[config.mk]
export PLATFORM = sky130hd
export DESIGN_NAME = tap_window_loader
export DESIGN_NICKNAME = d
export VERILOG_FILES = /design/src/rtl/tap_window_loader.sv
export SDC_FILE = /design/constraint.sdc
export NUM_CORES = 1
export LEC_CHECK = 0
export CAP_MARGIN = 20
export CORE_AREA = 2 2 95 60
export CTS_CLUSTER_DIAMETER = 120
export DETAILED_ROUTE_END_ITERATION = 16
export DIE_AREA = 0 0 97 62
export PLACE_DENSITY = 0.77
export SETUP_SLACK_MARGIN = 0.05
export SLEW_MARGIN = 20
export SYNTH_ARGS = -nofsm -noshare
export SYNTH_HDL_FRONTEND = slang
export SYNTH_SLANG_ARGS = --single-unit
[constraint.sdc]
create_clock -name clk -period 1.44 [get_ports clk]
set_clock_uncertainty 0.1 [all_clocks]
set_input_delay 0.288 -clock clk [delete_from_list [all_inputs] [get_ports clk]]
set_output_delay 0.288 -clock clk [all_outputs]
set_load 0.01 [all_outputs]
[src/rtl/tap_window_loader.sv]
// Sample delay line feeding the FIR tap window: shifts in one sample per strobe,
// tracks fill level and issues a start pulse on the full window, then every STRIDE-th accept.
module tap_window_loader #(
  parameter int BITS_PER_ELEM = 8,
  parameter int NUM_ELEM      = 7,
  parameter int STRIDE        = 1
) (
  input  logic                              clk,
  input  logic                              reset,
  input  logic [BITS_PER_ELEM-1:0]          i_sample,
  input  logic                              i_valid,
  input  logic                              i_flush,
  output logic [NUM_ELEM*BITS_PER_ELEM-1:0] o_taps,
  output logic                              o_start_calc,
  output logic                              o_full,
  output logic [$clog2(NUM_ELEM+1)-1:0]     o_fill_count
);

  localparam int CNT_W = $clog2(NUM_ELEM + 1);
  localparam int STR_W = $clog2(STRIDE + 1);
  localparam int TAP_W = NUM_ELEM * BITS_PER_ELEM;
  localparam logic [CNT_W-1:0] FILL_LAST = CNT_W'(NUM_ELEM - 1);
  localparam logic [CNT_W-1:0] FILL_MAX  = CNT_W'(NUM_ELEM);
  localparam logic [STR_W-1:0] STR_LAST  = STR_W'(STRIDE - 1);

  typedef enum logic {
    S_FILL,
    S_RUN
  } state_t;

  state_t                   r_state, w_state_nxt;
  logic [TAP_W-1:0]         r_taps;
  logic [CNT_W-1:0]         r_fill, w_fill_nxt;
  logic [STR_W-1:0]         r_stride, w_stride_nxt;
  logic                     r_start, w_start_nxt;
  logic                     w_accept;

  assign w_accept = i_valid & ~i_flush;

  always_comb begin
    w_state_nxt  = r_state;
    w_fill_nxt   = r_fill;
    w_stride_nxt = r_stride;
    w_start_nxt  = 1'b0;
    if (i_flush) begin
      w_state_nxt  = S_FILL;
      w_fill_nxt   = '0;
      w_stride_nxt = '0;
    end else if (i_valid) begin
      unique case (r_state)
        S_FILL: begin
          if (r_fill == FILL_LAST) begin
            w_state_nxt  = S_RUN;
            w_fill_nxt   = FILL_MAX;
            w_stride_nxt = '0;
            w_start_nxt  = 1'b1;
          end else begin
            w_fill_nxt = r_fill + 1'b1;
          end
        end
        S_RUN: begin
          // Counter wraps one short of STRIDE so the pulse lands on the STRIDE-th accept.
          if (r_stride == STR_LAST) begin
            w_stride_nxt = '0;
            w_start_nxt  = 1'b1;
          end else begin
            w_stride_nxt = r_stride + 1'b1;
          end
        end
        default: w_state_nxt = S_FILL;
      endcase
    end
  end

  always_ff @(posedge clk) begin
    if (reset) begin
      r_state  <= S_FILL;
      r_taps   <= '0;
      r_fill   <= '0;
      r_stride <= '0;
      r_start  <= 1'b0;
    end else begin
      r_state  <= w_state_nxt;
      r_fill   <= w_fill_nxt;
      r_stride <= w_stride_nxt;
      r_start  <= w_start_nxt;
      if (i_flush) begin
        r_taps <= '0;
      end else if (w_accept) begin
        r_taps <= {r_taps[TAP_W-BITS_PER_ELEM-1:0], i_sample};
      end
    end
  end

  assign o_taps       = r_taps;
  assign o_start_calc = r_start;
  assign o_full       = (r_state == S_RUN);
  assign o_fill_count = r_fill;

endmodule

==> flow_metrics.py <==
metrics = {
    "min_path": {
        "worstHoldStart": "i_valid",
        "hold_class": "input port to register",
    },
    "global_route": {
        "antenna_found_initial": 0,
        "grt_pass1_wl_um": 6880,
        "grt_max_degree": 34,
        "grt_pass1_vias": 1442,
        "grt_usage": 0.152,
        "gr-total-overflow": 0,
    },
    "synthesis": {
        "seq_area_frac_synth": 0.542,
        "syn_nets": 218,
        "yosys_warnings": 0,
        "syn_area_um2": 2250,
        "synth_cell_types": 20,
        "syn_inst": 204,
        "synth_area_per_cell_um2": 11.0,
        "synth_seq_cells": 61,
        "synth.area.top_cells": "dfxtp_1 54%, mux2i_1 25%, nor2_1 9.7%",
        "yosysTopAreaCell": "dfxtp_1",
        "synth_top_area_share": 0.542,
    },
    "route": {
        "ant_nets": 0,
        "drt_pass1_iterations": 4,
        "via_count": 1637,
        "drc_errors": 0,
        "vias_per_cell": 4.62,
        "routed_wl_um": 4410,
        "wl_per_cell_um": 12.5,
        "drt-initial-drc-count": 37,
    },
    "timing": {
        "setup_viol": 0,
        "max_freq_mhz": 740,
        "maxSlewHeadroom": 0.840,
        "period_share": 0.939,
        "setup_tns_ns": 0,
        "rsz0062_at_grt": "yes",
        "drv_slew": 0,
        "finalCriticalPeriod_ns": 1.35,
        "holdWs_ns": 0.271,
        "hold_viol_final": 0,
        "worstMarginPinSlew_ns": 0.240,
    },
    "final_layout": {
        "synthToLayoutAreaGrowth_pct": 37.8,
        "layout-drive-gt1-share": 0.196,
        "finalNetCount": 295,
        "antenna_cells": 0,
        "final_cell_area_um2": 3100,
        "fill_cells": 491,
        "layoutNonFillerInstCount": 354,
    },
    "cts": {
        "insertion_delay_ns": 0.33,
        "numCtsBuffers": 9,
        "path_clk_slew_ns": 0.06,
        "clock_path_buffers": 2,
        "cts_tree": "done",
        "cts-htree-levels": 3,
        "clockRootBuffer": "clkbuf_8",
        "clock-sinks": 61,
    },
    "power_and_ir_drop": {
        "peakVddDrop_mv": 0.493,
        "p_leak_nw": 1.42,
        "pwr-share-seq": 0.525,
        "powerDensity_nw_per_um2": 1050,
        "p_int_w": 0.00256,
        "swShare": 0.215,
        "p_comb_frac": 0.062,
        "switchingPower_w": 0.000701,
        "clkPwrFrac": 0.414,
    },
    "floorplan": {
        "dieWidth_um": 97,
        "design.die.area_um2": 6010,
        "placementRows": 21,
        "fp.dieH_um": 62,
        "io_pins": 73,
        "start_util": 0.427,
        "core-area_um2": 5280,
    },
    "setup_path": {
        "critical-path-top-delay-family": "flip-flops",
        "worst-path-buf-inv": 1,
        "worstPathMaxFanout": 5,
        "critPathCaptureType": "output port",
        "arrival_ns": 0.96,
        "setup.worst_path.class": "register to output port",
        "worst_path_max_delay_cell": "dfxtp_2",
        "critPathLaunchType": "register",
        "critPathMaxStageDelay_ns": 0.36,
        "crit_start": "o_fill_count[0]",
        "worstPathCellList": "dlygate4sd2_1",
        "critPathRequiredTime_ns": 1.05,
        "r2r-start": "o_fill_count[0]",
    },
    "flow_run": {
        "max_cap_viol_count": 0,
    },
    "placement": {
        "placedInstanceArea_um2": 3030,
        "routabilityCongestion": 0.755,
        "dpl.hpwl_um": 3090,
        "place.port_buffers": 72,
        "dpl.cell_count": 339,
    },
    "outcome": {
        "status": "finished clean",
    },
}
[metrics by stage]
stage          utilization  setup WS (ns)  total power [W]
6_report             0.588         0.0883          0.00326
3_5_place_dp         0.573         -0.139          0.00196
2_1_floorplan            -          0.242          0.00189
4_1_cts              0.597        0.00654          0.00332
3_3_place_gp         0.573         -0.118          0.00196
5_1_grt              0.588         0.0362          0.00341
[worst paths after layout]
path                          end  slack (ns)  cells past startpoint
setup reg to reg  o_fill_count[2]        0.29                      4
setup / recovery  o_fill_count[0]        0.09                      1
hold / removal    o_fill_count[1]        0.27                      3
hold reg to reg   o_fill_count[0]        0.38                      1
[cells in the final DEF, fill, tap and decap left out]
cell	netlist	final
nor2_1	58	58
mux2i_1	56	56
dfxtp_1	61	55
clkdlybuf4s15_1	0	25
clkbuf_2	0	19
dlygate4sd2_1	0	13
clkbuf_8	0	12
clkdlybuf4s50_1	0	10
buf_4	3	6
dfxtp_2	0	6
clkdlybuf4s15_2	0	4
buf_12	2	3
a31oi_1	2	2
a21oi_1	2	2
ha_1	2	2
clkbuf_1	0	2
inv_1	1	1
or2_2	0	1
and2b_4	1	1
a211oi_2	1	1
nand2_1	1	1
o21bai_1	1	1
and4b_1	1	1
nor3_2	1	1
nor3b_2	1	1
clkinv_2	0	1
[registers in the layout (all words and copies together) (netlist names)]
name / cells
o_taps: 56
o_fill_count: 3
o_full: 1
o_start_calc: 1
[cell usage after synthesis (all sizes together)]
master / number
nor2: 58
a211oi: 1
buf: 14
a31oi: 2
or2: 1
nor3: 1
mux2i: 56
nor3b: 1
o21bai: 1
and4b: 1
a21oi: 2
inv: 1
and2b: 1
dfxtp: 61
nand2: 1
ha: 2
[cells by family (layout without fill, tap and decap cells)]
logic type | after synthesis | count (layout) | share of synthesized area
compound gates | 6 | 6 | 0.0189
fa+ha+maj | 2 | 2 | 0.0111
buf+inv | 15 | 96 | 0.0594
flops | 61 | 61 | 0.542
mux | 56 | 56 | 0.249
simple gates | 64 | 64 | 0.120
[per-layer routing]
metal  track usage  wire length (um)  share of wire  vias up
met5             0                 0              0        -
met3         0.109               420          0.095        4
li1              -                 -              -      835
met1         0.177              2150           0.49      747
met2         0.222              1800           0.41       51
met4        0.0543                34         0.0077        0
[power by group through the flow]
stage / clock (W) / sequential, W / combinational, W
after floorplan: 0 / 0.00175 / 0.000142
after global placement: 0 / 0.00175 / 0.000209
after detailed placement: 0 / 0.00175 / 0.000210
after CTS: 0.00140 / 0.00171 / 0.000203
after global routing: 0.00149 / 0.00171 / 0.000215
final: 0.00135 / 0.00171 / 0.000201
[layout make-up]
class	instances	area (um2)	share of cell area
tap	69	86.3	0.0278
clock inverter	1	5.00	0.00161
inverter	1	3.75	0.00121
timing repair buffer	80	709	0.229
multi-input combinational	128	898	0.289
sequential	61	1230	0.396
clock buffer	14	173	0.0556
[worst reg2reg max path, delay by kind of cell, from the launching register on]
kind / cells / cell delay [ns]
adders and majority gates: 1 / 0.23
buffers and inverters: 1 / 0.05
and+or+nand+nor: 2 / 0.32
DFF: 1 / 0.36
[what timing repair did]
item                                    CTS  global route
endpoints found under the setup margin   61            45
gates resized for setup                  84            54
setup buffers                             0             0
hold buffers                              0             0
(Power assumes the default switching activity.)
